<file path="config.mk">
export PLATFORM = sky130hd
export DESIGN_NAME = operand_frame_loader
export DESIGN_NICKNAME = d
export VERILOG_FILES = /design/src/rtl/operand_frame_loader_pkg.sv /design/src/rtl/operand_frame_loader.sv
export SDC_FILE = /design/constraint.sdc
export NUM_CORES = 1
export LEC_CHECK = 0
export ABC_CLOCK_PERIOD_IN_PS = 6300
export CAP_MARGIN = 5
export CORE_ASPECT_RATIO = 2
export CORE_MARGIN = 2
export CORE_UTILIZATION = 54
export DETAILED_ROUTE_END_ITERATION = 6
export PLACE_DENSITY = 0.86
export SYNTH_ARGS = -nofsm -noshare
export SYNTH_HDL_FRONTEND = slang
export SYNTH_SLANG_ARGS = --single-unit
</file>
<file path="constraint.sdc">
create_clock -name clk -period 6.3 [get_ports clk]
set_input_delay 0.63 -clock clk [delete_from_list [all_inputs] [get_ports clk]]
set_output_delay 0.63 -clock clk [all_outputs]
set_load 0.02 [all_outputs]
</file>
<file path="src/rtl/operand_frame_loader_pkg.sv">
// operand_frame_loader_pkg: shared state encoding and default sizing for the operand frame loader
package operand_frame_loader_pkg;
  localparam int DATA_W_DEF  = 8;
  localparam int A_COUNT_DEF = 9;
  localparam int B_COUNT_DEF = 9;
  typedef enum logic [1:0] {
    ST_LOAD_A = 2'd0,
    ST_LOAD_B = 2'd1,
    ST_FULL   = 2'd2
  } state_t;
endpackage

</file>
<file path="src/rtl/operand_frame_loader.sv">
// operand_frame_loader: gathers a beat stream into operand arrays A and B and holds each frame for the multiplier
module operand_frame_loader
  import operand_frame_loader_pkg::*;
#(
  parameter int DATA_W  = DATA_W_DEF,
  parameter int A_COUNT = A_COUNT_DEF,
  parameter int B_COUNT = B_COUNT_DEF
) (
  input  logic                                   clk,
  input  logic                                   reset,
  input  logic                                   clear,
  input  logic [DATA_W-1:0]                      in_data,
  input  logic                                   in_valid,
  input  logic                                   in_last,
  output logic                                   in_ready,
  output logic [A_COUNT*DATA_W-1:0]              out_a,
  output logic [B_COUNT*DATA_W-1:0]              out_b,
  output logic                                   out_valid,
  input  logic                                   out_ready,
  output logic [$clog2(A_COUNT+B_COUNT+1)-1:0]   fill,
  output logic                                   frame_err
);
  localparam int TOTAL  = A_COUNT + B_COUNT;
  localparam int FILL_W = $clog2(TOTAL + 1);
  localparam logic [FILL_W-1:0] A_LAST = FILL_W'(A_COUNT - 1);
  localparam logic [FILL_W-1:0] T_LAST = FILL_W'(TOTAL - 1);
  localparam logic [FILL_W-1:0] A_N    = FILL_W'(A_COUNT);
  localparam logic [FILL_W-1:0] ONE    = FILL_W'(1);
  state_t state_q, state_d;
  logic [FILL_W-1:0] fill_q, fill_d;
  logic err_q, err_d, armed_q, armed_d;
  logic [A_COUNT*DATA_W-1:0] a_q, a_d;
  logic [B_COUNT*DATA_W-1:0] b_q, b_d;
  logic acc, last_beat, early;
  // state register; armed_q keeps in_ready low until the first edge after reset release
  always_ff @(posedge clk or negedge reset)
    if (!reset) begin
      state_q <= ST_LOAD_A;
      armed_q <= 1'b0;
    end else begin
      state_q <= state_d;
      armed_q <= armed_d;
    end
  // next state: clear wins, an early last discards the frame, the final beat moves to FULL
  always_comb begin
    state_d = state_q;
    armed_d = 1'b1;
    if (clear) state_d = ST_LOAD_A;
    else
      case (state_q)
        ST_LOAD_A: if (acc) state_d = (!early && fill_q == A_LAST) ? ST_LOAD_B : ST_LOAD_A;
        ST_LOAD_B: if (acc) state_d = early ? ST_LOAD_A : (last_beat ? ST_FULL : ST_LOAD_B);
        ST_FULL:   if (out_ready) state_d = ST_LOAD_A;
        default:   state_d = ST_LOAD_A;
      endcase
  end
  // handshake outputs are decoded from registered state only
  always_comb begin
    in_ready  = armed_q && state_q != ST_FULL;
    out_valid = state_q == ST_FULL;
  end
  // beat counter, sticky length error and element write decode
  always_comb begin
    acc       = in_valid && in_ready;
    last_beat = fill_q == T_LAST;
    early     = in_last && !last_beat;
    fill_d    = clear ? '0 : (out_valid && out_ready) ? '0 : acc ? (early ? '0 : fill_q + ONE) : fill_q;
    err_d     = !clear && (err_q || (acc && (early || (last_beat && !in_last))));
    a_d       = a_q;
    b_d       = b_q;
    if (acc && !clear) begin
      if (fill_q < A_N) a_d[int'(fill_q)*DATA_W +: DATA_W] = in_data;
      else b_d[int'(fill_q - A_N)*DATA_W +: DATA_W] = in_data;
    end
  end
  // datapath registers; storage is only zeroed by reset, frames overwrite it in place
  always_ff @(posedge clk or negedge reset)
    if (!reset) begin
      fill_q <= '0;
      err_q  <= 1'b0;
      a_q    <= '0;
      b_q    <= '0;
    end else begin
      fill_q <= fill_d;
      err_q  <= err_d;
      a_q    <= a_d;
      b_q    <= b_d;
    end
  assign out_a     = a_q;
  assign out_b     = b_q;
  assign fill      = fill_q;
  assign frame_err = err_q;
endmodule

</file>
Word level (Yosys, flattened, before mapping)
Cells that the tools add are included.
{"block": "op_classes", "magnitude_cmp": 1, "mux": 14, "eq_ne": 8, "bitwise_logic": 1, "addsub": 4, "reduce_logical": 20, "n_shift": 4}
{"op": "$bwmux 72", "count": 2}
{"op": "$shift 8x33->72 const A", "count": 2}
{"op": "$shiftx 8x33->72", "count": 2}
{"op": "$neg 8->33", "count": 1}
{"op": "$neg 9->33", "count": 1}
{"op": "$mux 5", "count": 4}
{"op": "$mux 2", "count": 6}
{"op": "$logic_and 1x1->1", "count": 9}
{"op": "$ne 3x3->1 const B", "count": 2}
{"op": "$pmux 2 s3", "count": 1}
{"op": "$sub 5x4->6 const B", "count": 1}
{"op": "$add 5x1->5 const B", "count": 1}
{"op": "$eq 5x4->1 const B", "count": 1}
{"op": "$eq 5x5->1 const B", "count": 1}
{"op": "$lt 5x4->1 const B", "count": 1}
{"op": "$logic_not 1->1", "count": 4}
{"op": "$reduce_and 2->1", "count": 2}
{"op": "$ne 3x2->1 const B", "count": 1}
{"op": "$reduce_and 3->1", "count": 1}
{"op": "$reduce_bool 3->1", "count": 1}
{"op": "$eq 2x1->1 const B", "count": 1}
{"op": "$eq 2x2->1 const B", "count": 1}
{"op": "$logic_not 2->1", "count": 1}
{"op": "$logic_or 1x1->1", "count": 2}
{"op": "other kinds (3)", "count": 3}
{"block": "word_totals", "regBits": 153, "inputBits": 14, "output_inout_bits": 152}

Longest topological paths before layout
Gate-level depths: netlist (run 1).
{"block": "depth", "ltp_word": 9, "ltp_mapped": 15}

Worst setup path before layout (run 1)
Ideal clock, no wire load.
{"block": "synth_timing", "path_kind": "reg-to-reg", "startpoint": "reg fill_q[0], in the netlist fill[0]", "endpoint": "reg b_q[12], in the netlist out_b[12]", "setup_slack_ns": 2.821, "t_arrival_ns": 3.352, "required_ns": 6.172, "stages_incl_launch_ff": 16, "synth_period_minus_slack_ns": 3.479, "cell_sequence": "dfrtp_1 buf_2 inv_1 ha_1 buf_6 nor3_1 a21o_1 a32o_1 nand2_1 ha_1 nor4b_1 nand4_1 and4bb_1 buf_4 nand4_4 mux2_1"}
{"block": "synth_via", "elab_chain_cells": 4, "elab_cells_between_ends": 8, "cone_classes": "2 x add/sub; 1 x order compare; 2 x shift; 1 x mux; 1 x bitwise; 1 x reduce/logical"}
{"item": "from (decl)", "line": "operand_frame_loader.sv:30", "rtl": "logic [FILL_W-1:0] fill_q, fill_d;"}
{"item": "from (signal assigned)", "line": "operand_frame_loader.sv:84", "rtl": "fill_q <= fill_d;"}
{"item": "$sub 5x4->6", "line": "operand_frame_loader.sv:73", "rtl": "else b_d[int'(fill_q - A_N)*DATA_W +: DATA_W] = in_data;"}
{"item": "$neg 9->33", "line": "operand_frame_loader.sv:73"}
{"item": "$shiftx 8x33->72 or $shift 8x33->72 (tied branches)", "line": "operand_frame_loader.sv:73"}
{"item": "$bwmux 72", "line": "operand_frame_loader.sv:73"}
{"item": "to (signal assigned)", "line": "operand_frame_loader.sv:82", "rtl": "b_q <= '0;"}
{"item": "to (signal assigned)", "line": "operand_frame_loader.sv:87", "rtl": "b_q <= b_d;"}
{"item": "to (decl)", "line": "operand_frame_loader.sv:33", "rtl": "logic [B_COUNT*DATA_W-1:0] b_q, b_d;"}
Parallel ways exist; a longest one is shown, timed or not.
A chain may end at the register's enable or synchronous reset.

Final worst setup path (run 1)
{"block": "layout_timing", "startpoint": "reg fill_q[0], in the netlist fill[0]", "endpoint": "reg b_q[59], in the netlist out_b[59]"}
Same word-level chain as after synthesis.

==> metrics, run 1 <==
status=finished, final reports clean; final net count=about 700; most frequent cells in the layout=clkdlybuf4s50_1 (164), dfrtp_1 (153), mux2_2 (131); P per Cell Area=around 240 nW/um^2; sw frac=about a quarter; CTS resizes=0; Peak VDD IR=0.2685 mV; critical path type=flip-flop to flip-flop; Final min period=~4.3 ns; Yosys reg bits=between 150 and 200; starting density of the core=55.42%; Worst EP required=roughly 6.6 ns; gpl congestion=between 0.9 and 1; measured slew at the worst slew-check pin=a little over 1 ns; vias in the first global route=about 5.2k; Max Slew Vio Count=0; area of the multi-input gates=approximately 3000 um^2; clock sink total=around 150; Setup crit start=fill[0]; CTS tree=built; fin worst setup slack=1.953 ns; ys flop type=dfrtp_1; RR Endpoint=out_b[59]; # DRC=0; Comb power frac=7.1%; Num CTS Buffers=17; drt first pass iters=4; Clock power frac=47.2%; Chip Width=about 84 um; fillers=just over 800; worst r2r path cells=12; Area Overhead vs Synth=33.95%; internal power consumption=1.661 mW; postcts setup bufs=0; Die Y=around 160 um; grt ovf=0; sequential power share=between 40 and 50%; YS warnings=0; hold_buf cts=0; EDFF count, synth=0; Final Hold Vio Count=0; Detailed Place HPWL=around 14 mm; CP arrival=4.65 ns; ant diodes=0; synth unique cells=54; core footprint=12550 um^2; Static Leak=about 4.5 nW; clock buffer depth=2; WL final=roughly 18 mm; Site Rows=58; Post-DRT Antenna Nets=0; Syn Std Cell Area=approximately 7000 um^2; largest net degree at the start of global routing=90; drt via density=roughly 5.8; Clk pin slew, worst setup/hold paths=about 0.07 ns; DR vias=4827; Reg area=about 3800 um^2; Root Buffer=clkbuf_16; syn nets=533; post-synthesis average cell area=roughly 14 um^2; P_sw=0.5510 mW; RSZ-0062 raised after global routing=no; Max-Slew Margin vs Limit=roughly a third; Mapped Cells=just over 500; Crit. End Element=flip-flop; Global Route Usage Sum=around 27%; RR Startpoint=fill[0]; first-pass GRT wire length=about 29 mm; fraction of registers with async set or reset after synthesis=100.0%; Max Freq=~230 MHz; initial antenna violation count=0; number of H-tree levels=4; 1st-iter DRT viols=254; Worst R2R Setup Slack=1.95 ns; TNS Setup=0 ns; sequential area share after synthesis=around 55%; Worst-Skew Late Latency=between 0.4 and 0.5 ns; Final setup violation count=0; IO Count=roughly 170; most common cell after layout, fill and taps aside=clkdlybuf4s50_1; Critical path destination=out_b[59]; worst min path class=input port to async pin; Setup Skew=between 0.007 and 0.008 ns; crit path max fanout=19; Max Cap Viol=0; crit share post-route=68.99%; layout cell share with drive strength beyond 1=between 20% and 30%; DP Worst Slack=~2 ns; Startpoint Class=flip-flop; DIE AREA=between 10000 and 15000 um^2; Avg WL per Cell=~22 um; port buffer count=between 150 and 200
## critical path, cell delays in order (launching register included)
cell,delay [ns]
dfrtp_1,0.66
inv_1,0.12
ha_1,0.39
nor3_1,0.24
a21o_1,0.15
nand3_1,0.14
inv_1,0.10
ha_1,0.35
nor4b_1,0.36
nand4_1,0.14
and4bb_1,0.79
nand4_4,0.33
mux2_1,0.43
## power by group through the flow
| stage | clock (mW) | combinational, mW | sequential, mW |
|---|---|---|---|
| floorplan | 0 | 0.0492 | 1.05 |
| global placement | 0 | 0.153 | 1.03 |
| detailed placement | 0 | 0.158 | 1.03 |
| CTS | 1.06 | 0.158 | 1.01 |
| global route | 1.10 | 0.169 | 1.01 |
| finish | 1.04 | 0.157 | 1.01 |
## cells in the mapped netlist (4+ instances only)
cell type	number	share of area [%]
nor2b_1	16	1.4
o21ai_0	16	1.2
nor2_1	21	1.1
nor3_4	9	2.1
inv_1	13	0.70
nand2b_1	4	0.36
dfrtp_1	153	55
nand2_1	27	1.5
and3_1	5	0.45
buf_2	7	0.50
ha_1	13	2.3
nor3_1	7	0.50
mux2_1	5	0.81
nand4_4	9	2.8
nand3_1	6	0.43
mux2_2	131	21
buf_4	4	0.43
and2_1	9	0.81
## per-stage QoR
| step | hold slack (ns) | util, % | area [um^2] | power [mW] | instances |
|---|---|---|---|---|---|
| after CTS | 0.2791 | 74.24 | 9320 | 2.229 | 839 |
| after global routing | 0.3282 | 74.24 | 9320 | 2.279 | 839 |
| after detailed placement | 0.4824 | 69.47 | 8722 | 1.188 | 808 |
| final | 0.2514 | 74.24 | 9320 | 2.212 | 839 |
| after floorplan | 0.3344 | - | 6958 | 1.097 | 506 |
| after global placement | 0.4615 | 69.47 | 8722 | 1.182 | 808 |
## how the worst min path moves through the flow
stage | start | end | slack, ns
2_1_floorplan | reset | armed_q | 0.33
3_3_place_gp | out_a[6] | out_a[6] | 0.46
3_5_place_dp | out_a[6] | out_a[6] | 0.48
4_1_cts | reset | out_a[20] | 0.28
5_1_grt | reset | out_b[7] | 0.33
6_report | reset | out_a[64] | 0.25
## kinds of logic after synthesis
group	count (synthesis)	synth area share, %
DFF	153	55.03
muxes	138	22.41
and+or+nand+nor	135	14.10
AOI/OAI and AO/OA	35	3.327
buffers and inverters	27	1.906
adders and majority gates	13	2.338
xor gates and xnor gates	4	0.8452
other	1	0.05390
## sequential cells by signal, indices dropped and copies added (netlist names)
| name | count |
|---|---|
| out_a | 72 |
| out_b | 72 |
| fill | 5 |
| state_q | 2 |
| armed_q | 1 |
| frame_err | 1 |
## metal layers
metal	vias to the layer above	global-route usage (%)	part of all wire, %
met2	161	51.66	58
met4	0	12.24	3.3
met3	45	5.847	4.3
met5	-	0	0
met1	2485	28.07	34
li1	2136	-	-
## area by class of cell
class | count | area share [%]
flip-flops and latches | 153 | 41.08
multi-input cells | 326 | 32.15
repair buffers | 166 | 17.81
clock buffers | 18 | 4.712
well taps | 150 | 2.014
clock inverters | 13 | 1.705
inverters | 13 | 0.5236
Note: power is estimated with default switching activity, not from simulation.
==> inputs of run 2 (changes only) <==
--- a/config.mk
+++ b/config.mk
@@ -5,13 +5,13 @@
 export SDC_FILE = /design/constraint.sdc
 export NUM_CORES = 1
 export LEC_CHECK = 0
-export ABC_CLOCK_PERIOD_IN_PS = 6300
+export ABC_CLOCK_PERIOD_IN_PS = 4000
 export CAP_MARGIN = 5
 export CORE_ASPECT_RATIO = 2
 export CORE_MARGIN = 2
-export CORE_UTILIZATION = 54
+export CORE_UTILIZATION = 50
 export DETAILED_ROUTE_END_ITERATION = 6
-export PLACE_DENSITY = 0.86
+export PLACE_DENSITY = 0.8
 export SYNTH_ARGS = -nofsm -noshare
 export SYNTH_HDL_FRONTEND = slang
 export SYNTH_SLANG_ARGS = --single-unit
==> constraint.sdc (replaced) <==
create_clock -name clk -period 4 [get_ports clk]
set_input_delay 0.4 -clock clk [delete_from_list [all_inputs] [get_ports clk]]
set_output_delay 0.4 -clock clk [all_outputs]
set_load 0.02 [all_outputs]
==> metrics, run 2 (synthesis gave the netlist of run 1 again) <==
Final min period=3.642 ns (was 4.347 ns); CP max-delay cell=dfrtp_1 (was and4bb_1); most frequent cell on the critical path=buf_4; Max Slew Vio Count=0 (unchanged); Final Hold Vio Count=0 (unchanged); initial antenna violation count=0 (unchanged); gpl congestion=0.8625 (was 0.9323); Worst R2R Setup Slack=0.36 ns (was 1.95 ns); M1 GR Usage=29.29% (was 28.07%); Worst-Skew Late Latency=0.42 ns (was 0.43 ns); drt via density=5.578 (was 5.753); crit share post-route=91.06% (was 68.99%); drt first pass iters=4 (unchanged); Detailed Place HPWL=12.13 mm (was 13.69 mm); CTS tree=built (unchanged); DIE AREA=14930 um^2 (was 13860 um^2); Worst path max stage delay=0.47 ns (was 0.79 ns); DR vias=4764 (was 4827); critical path type=flip-flop to flip-flop (unchanged); IO Count=166 (unchanged); Post-DRT Antenna Nets=0 (unchanged); layout cell share with drive strength beyond 1=29.12% (was 28.30%); 1st-iter DRT viols=173 (was 254); Avg WL per Cell=20.24 um (was 21.86 um); Static Leak=4.517 nW (was 4.501 nW); core footprint=13740 um^2 (was 12550 um^2); Final setup violation count=0 (unchanged); worst r2r path cells=10 (was 12); TNS Setup=0 ns (unchanged); RSZ-0062 raised after global routing=no (unchanged); RR Startpoint=fill[0] (unchanged); most common cell after layout, fill and taps aside=clkdlybuf4s50_1 (unchanged); Setup Skew=0.01370 ns (was 0.007243 ns); hold_buf cts=0 (unchanged); Chip Width=87.42 um (was 84.27 um); most frequent cells in the layout=clkdlybuf4s50_1 (164), dfrtp_1 (153), mux2_2 (131) (unchanged); crit path max fanout=10 (was 19); Startpoint Class=flip-flop (unchanged); Pwr Total=3.398 mW (was 2.212 mW); Area Overhead vs Synth=34.60% (was 33.95%); met2 usage=39.59% (was 51.66%); postcts setup bufs=0 (unchanged); Root Buffer=clkbuf_16 (unchanged); P per Cell Area=362.8 nW/um^2 (was 237.3 nW/um^2); Max-Slew Margin vs Limit=27.44% (was 31.57%); port buffer count=165 (unchanged); number of H-tree levels=4 (unchanged); clock sink total=153 (unchanged); WL final=17.28 mm (was 18.34 mm); final net count=712 (was 704); first-pass GRT wire length=27.39 mm (was 28.77 mm); measured slew at the worst slew-check pin=1.067 ns (was 1.007 ns); # DRC=0 (unchanged); Max Cap Viol=0 (unchanged); clock buffer depth=2 (unchanged); Clk pin slew, worst setup/hold paths=0.06 ns (was 0.07 ns); Num CTS Buffers=17 (unchanged); ant diodes=0 (unchanged); largest net degree at the start of global routing=113 (was 90); vias in the first global route=5069 (was 5204); status=finished, final reports clean (unchanged); worst min path class=input port to async pin (unchanged); Peak VDD IR=0.2834 mV (was 0.2685 mV); starting density of the core=50.65% (was 55.42%); CP arrival=3.94 ns (was 4.65 ns); Site Rows=61 (was 58); Cell Chain, Critical Path=buf_4 > nor3_1 > o21ai_0 > ha_1 > nor4bb_1 > nand4_1 > and4bb_1 > buf_4 > nand4_4 > mux2_1 (was inv_1 > ha_1 > nor3_1 > a21o_1 > nand3_1 > inv_1 > ha_1 > nor4b_1 > nand4_1 > and4bb_1 > nand4_4 > mux2_1); Global Route Usage Sum=24.19% (was 27.21%); Worst EP required=4.30 ns (was 6.60 ns); RR Endpoint=out_b[59] (unchanged); met3 Use GR=8.780% (was 5.847%); Die Y=170.8 um (was 164.5 um); GRT busiest layer=met2 (unchanged); Crit. End Element=flip-flop (unchanged); grt ovf=0 (unchanged); CTS resizes=0 (unchanged); Max Freq=274.6 MHz (was 230.1 MHz)
[run 2: cell types whose count changed in the layout (fill, tap and decap cells not counted), sizes merged]
cell / delta
buf: +8
inv: -1
clkinvlp: +3
clkinv: -1
bufinv: -1
[run 2: metrics by stage]
stage / setup WS (ns) / instance area [um^2] / utilization [%] / std cells / hold slack, ns
3_3_place_gp: 0.5098 / 8791 / 63.99 / 823 / 0.4639
5_1_grt: 0.09349 / 9365 / 68.17 / 854 / 0.2238
6_report: 0.3577 / 9365 / 68.17 / 854 / 0.08226
3_5_place_dp: 0.4111 / 8791 / 63.99 / 823 / 0.4752
4_1_cts: 0.3610 / 9365 / 68.17 / 854 / 0.1656
2_1_floorplan: 0.5206 / 6958 / - / 506 / 0.1044
[run 2: cell type report]
type                            count  area [um^2]
Timing Repair Buffer              174         1720
Clock buffer                       18        439.2
Fill cell                        1001         4373
Multi-Input combinational cell    326         2997
Tap cell                          157        196.4
Sequential cell                   153         3829
Inverter                           13        48.80
Clock inverter                     13        135.1
[run 2: per-layer routing]
metal | wire length, um | vias to the layer above
met5 | 0 | -
met4 | 467 | 0
met3 | 1255 | 37
met2 | 8706 | 174
met1 | 6854 | 2384
li1 | - | 2169
[run 2: worst max path at each step]
stage	start	end	slack (ns)	cells after the start
after global placement	fill[0]	out_b[9]	0.51	10
after global routing	fill[0]	out_b[4]	0.09	11
after detailed placement	fill[0]	out_b[59]	0.41	11
after CTS	fill[0]	out_b[59]	0.36	11
after floorplan	fill[0]	out_b[12]	0.52	15
final	fill[0]	out_b[59]	0.36	10
[run 2: critical path: cells and delay by family (launching register included)]
kind                       cells  cell delay [ns]
DFF                            1             0.47
adders and majority gates      1             0.41
and+or+nand+nor                5             1.38
AOI/OAI and AO/OA              1             0.39
muxes                          1             0.40
buffers and inverters          2             0.45
[run 2: where the power goes]
group | switching, mW | internal [mW] | total, mW
Combinational | 0.150 | 0.0907 | 0.241
Clock | 0.678 | 0.887 | 1.56
Sequential | 0.0179 | 1.57 | 1.59
Total | 0.846 | 2.55 | 3.40
==> inputs of run 3 (changes only) <==
--- a/config.mk
+++ b/config.mk
@@ -11,7 +11,8 @@
 export CORE_MARGIN = 2
 export CORE_UTILIZATION = 50
 export DETAILED_ROUTE_END_ITERATION = 6
-export PLACE_DENSITY = 0.8
+export PLACE_DENSITY = 0.79
+export REMOVE_ABC_BUFFERS = 1
 export SYNTH_ARGS = -nofsm -noshare
 export SYNTH_HDL_FRONTEND = slang
 export SYNTH_SLANG_ARGS = --single-unit
==> metrics, run 3 (synthesis gave the netlist of run 1 again) <==
Area Overhead vs Synth=35.21% (was 34.60%); Post-DRT Antenna Nets=0 (unchanged); Final Hold Vio Count=0 (unchanged); vias in the first global route=5150 (was 5069); # DRC=0 (unchanged); DIE AREA=14930 um^2 (unchanged); Die Y=170.8 um (unchanged); Placed Cells=823 (unchanged); Avg WL per Cell=20.13 um (was 20.24 um); Max-Slew Margin vs Limit=30.55% (was 27.44%); met2 WL=8.571 mm (was 8.706 mm); Post-Layout Cell Count=855 (was 854); status=finished, final reports clean (unchanged); P per Cell Area=370.9 nW/um^2 (was 362.8 nW/um^2); Startpoint Class=flip-flop (unchanged); Setup Skew=0.01067 ns (was 0.01370 ns); ant diodes=0 (unchanged); fillers=981 (was 1001); gpl congestion=0.8554 (was 0.8625); DR top layer=met4 (unchanged); Max Cap Viol=0 (unchanged); Global Route Usage Sum=24.09% (was 24.19%); most frequent cell on the critical path=ha_1 (was buf_4); core footprint=13740 um^2 (unchanged); first-pass GRT wire length=27.46 mm (was 27.39 mm); hold_buf cts=0 (unchanged); measured slew at the worst slew-check pin=1.022 ns (was 1.067 ns); IO Count=166 (unchanged); worst min path class=input port to async pin (unchanged); Peak VDD IR=0.3002 mV (was 0.2834 mV); Site Rows=61 (unchanged); largest net degree at the start of global routing=115 (was 113); CP max-delay cell=dfrtp_1 (unchanged); Crit. End Element=flip-flop (unchanged); metal3 WL=1.361 mm (was 1.255 mm); number of H-tree levels=4 (unchanged); port buffer count=165 (unchanged); Cell Chain, Critical Path=inv_1 > ha_1 > nor3_1 > a21o_1 > a32o_1 > nand2_1 > ha_1 > nor4b_1 > nand4_1 > and4bb_1 > buf_4 > nand4_4 > mux2_1 (was buf_4 > nor3_1 > o21ai_0 > ha_1 > nor4bb_1 > nand4_1 > and4bb_1 > buf_4 > nand4_4 > mux2_1); Num CTS Buffers=17 (unchanged); clock sink total=153 (unchanged); grt ovf=0 (unchanged); Worst-Skew Late Latency=0.42 ns (about the same); TNS Setup=0 ns (unchanged); Reg area=3829 um^2 (unchanged); layout cell share with drive strength beyond 1=29.23% (was 29.12%); Chip Width=87.42 um (unchanged); area of the multi-input gates=2997 um^2 (unchanged); most common cell after layout, fill and taps aside=clkdlybuf4s50_1 (unchanged); postcts setup bufs=0 (unchanged); Max Slew Vio Count=0 (unchanged); Detailed Place HPWL=12.21 mm (was 12.13 mm); Final min period=3.559 ns (was 3.642 ns); most frequent cells in the layout=clkdlybuf4s50_1 (164), dfrtp_1 (153), mux2_2 (131) (unchanged); crit path max fanout=11 (was 10); Root Buffer=clkbuf_16 (unchanged); Static Leak=4.547 nW (was 4.517 nW); crit-path leading delay family=simple AND/OR/NAND/NOR gates (unchanged); Max Freq=281.0 MHz (was 274.6 MHz); starting density of the core=50.65% (unchanged); 1st-iter DRT viols=258 (was 173); clock buffer depth=2 (unchanged); drt via density=5.607 (was 5.578); Worst path max stage delay=0.53 ns (was 0.47 ns); Final setup violation count=0 (unchanged); DR vias=4794 (was 4764); crit share post-route=88.97% (was 91.06%); CP arrival=3.86 ns (was 3.94 ns); Bufs and invs on worst path=2 (unchanged); RSZ-0062 raised after global routing=no (unchanged); Worst EP required=4.31 ns (was 4.30 ns); CTS tree=built (unchanged); drt first pass iters=4 (unchanged); WL final=17.21 mm (was 17.28 mm); initial antenna violation count=0 (unchanged); routed length on met1=6.877 mm (was 6.854 mm); final net count=712 (unchanged); CTS resizes=0 (unchanged); Clk pin slew, worst setup/hold paths=0.07 ns (was 0.06 ns); critical path type=flip-flop to flip-flop (unchanged)
run 3: cell type report:
class                           count  area share, %
Tap cell                          157          2.088
Timing Repair Buffer              174          18.29
Multi-Input combinational cell    326          31.85
Clock inverter                     14          1.889
Inverter                           13         0.5187
Sequential cell                   153          40.70
Clock buffer                       18          4.668
run 3: per-stage QoR:
step                hold slack (ns)  utilization, %  area, um^2  worst slack, ns  power [mW]
floorplan                    0.1044               -        6874           0.1679       1.725
global placement             0.4648           63.99        8791           0.5769       1.859
detailed placement           0.4701           63.99        8791           0.5031       1.864
CTS                          0.1606           68.48        9408           0.4838       3.519
global route                 0.2091           68.48        9408           0.2446       3.601
finish                       0.1109           68.48        9408           0.4410       3.489
run 3: worst reg2reg max path, stage by stage (launching register included):
cell	delay [ns]
dfrtp_1	0.53
inv_1	0.14
ha_1	0.24
nor3_1	0.21
a21o_1	0.15
a32o_1	0.18
nand2_1	0.07
ha_1	0.30
nor4b_1	0.32
nand4_1	0.16
and4bb_1	0.27
buf_4	0.25
nand4_4	0.22
mux2_1	0.40
run 3: path summary, 6_finish.rpt:
check	slack, ns	start	cells after the start	end
setup / recovery	0.44	fill[1]	13	out_b[59]
hold / removal	0.11	reset	1	out_b[4]
setup reg to reg	0.44	fill[1]	13	out_b[59]
hold reg to reg	0.48	out_a[4]	2	out_a[4]
max in group asynchronous	3.01	reset	2	out_a[11]
min in group clk	0.48	out_a[4]	2	out_a[4]
run 3: routing by layer:
layer  vias up  track usage [%]
met1      2402            29.71
met2       179            39.03
met4         0            8.361
met5         -                0
li1       2184                -
met3        29            8.345
run 3: power breakdown:
part	internal, mW	leakage [nW]	switching [mW]
Clock	0.962	0.300	0.695
Combinational	0.0907	2.12	0.152
Sequential	1.57	2.13	0.0161
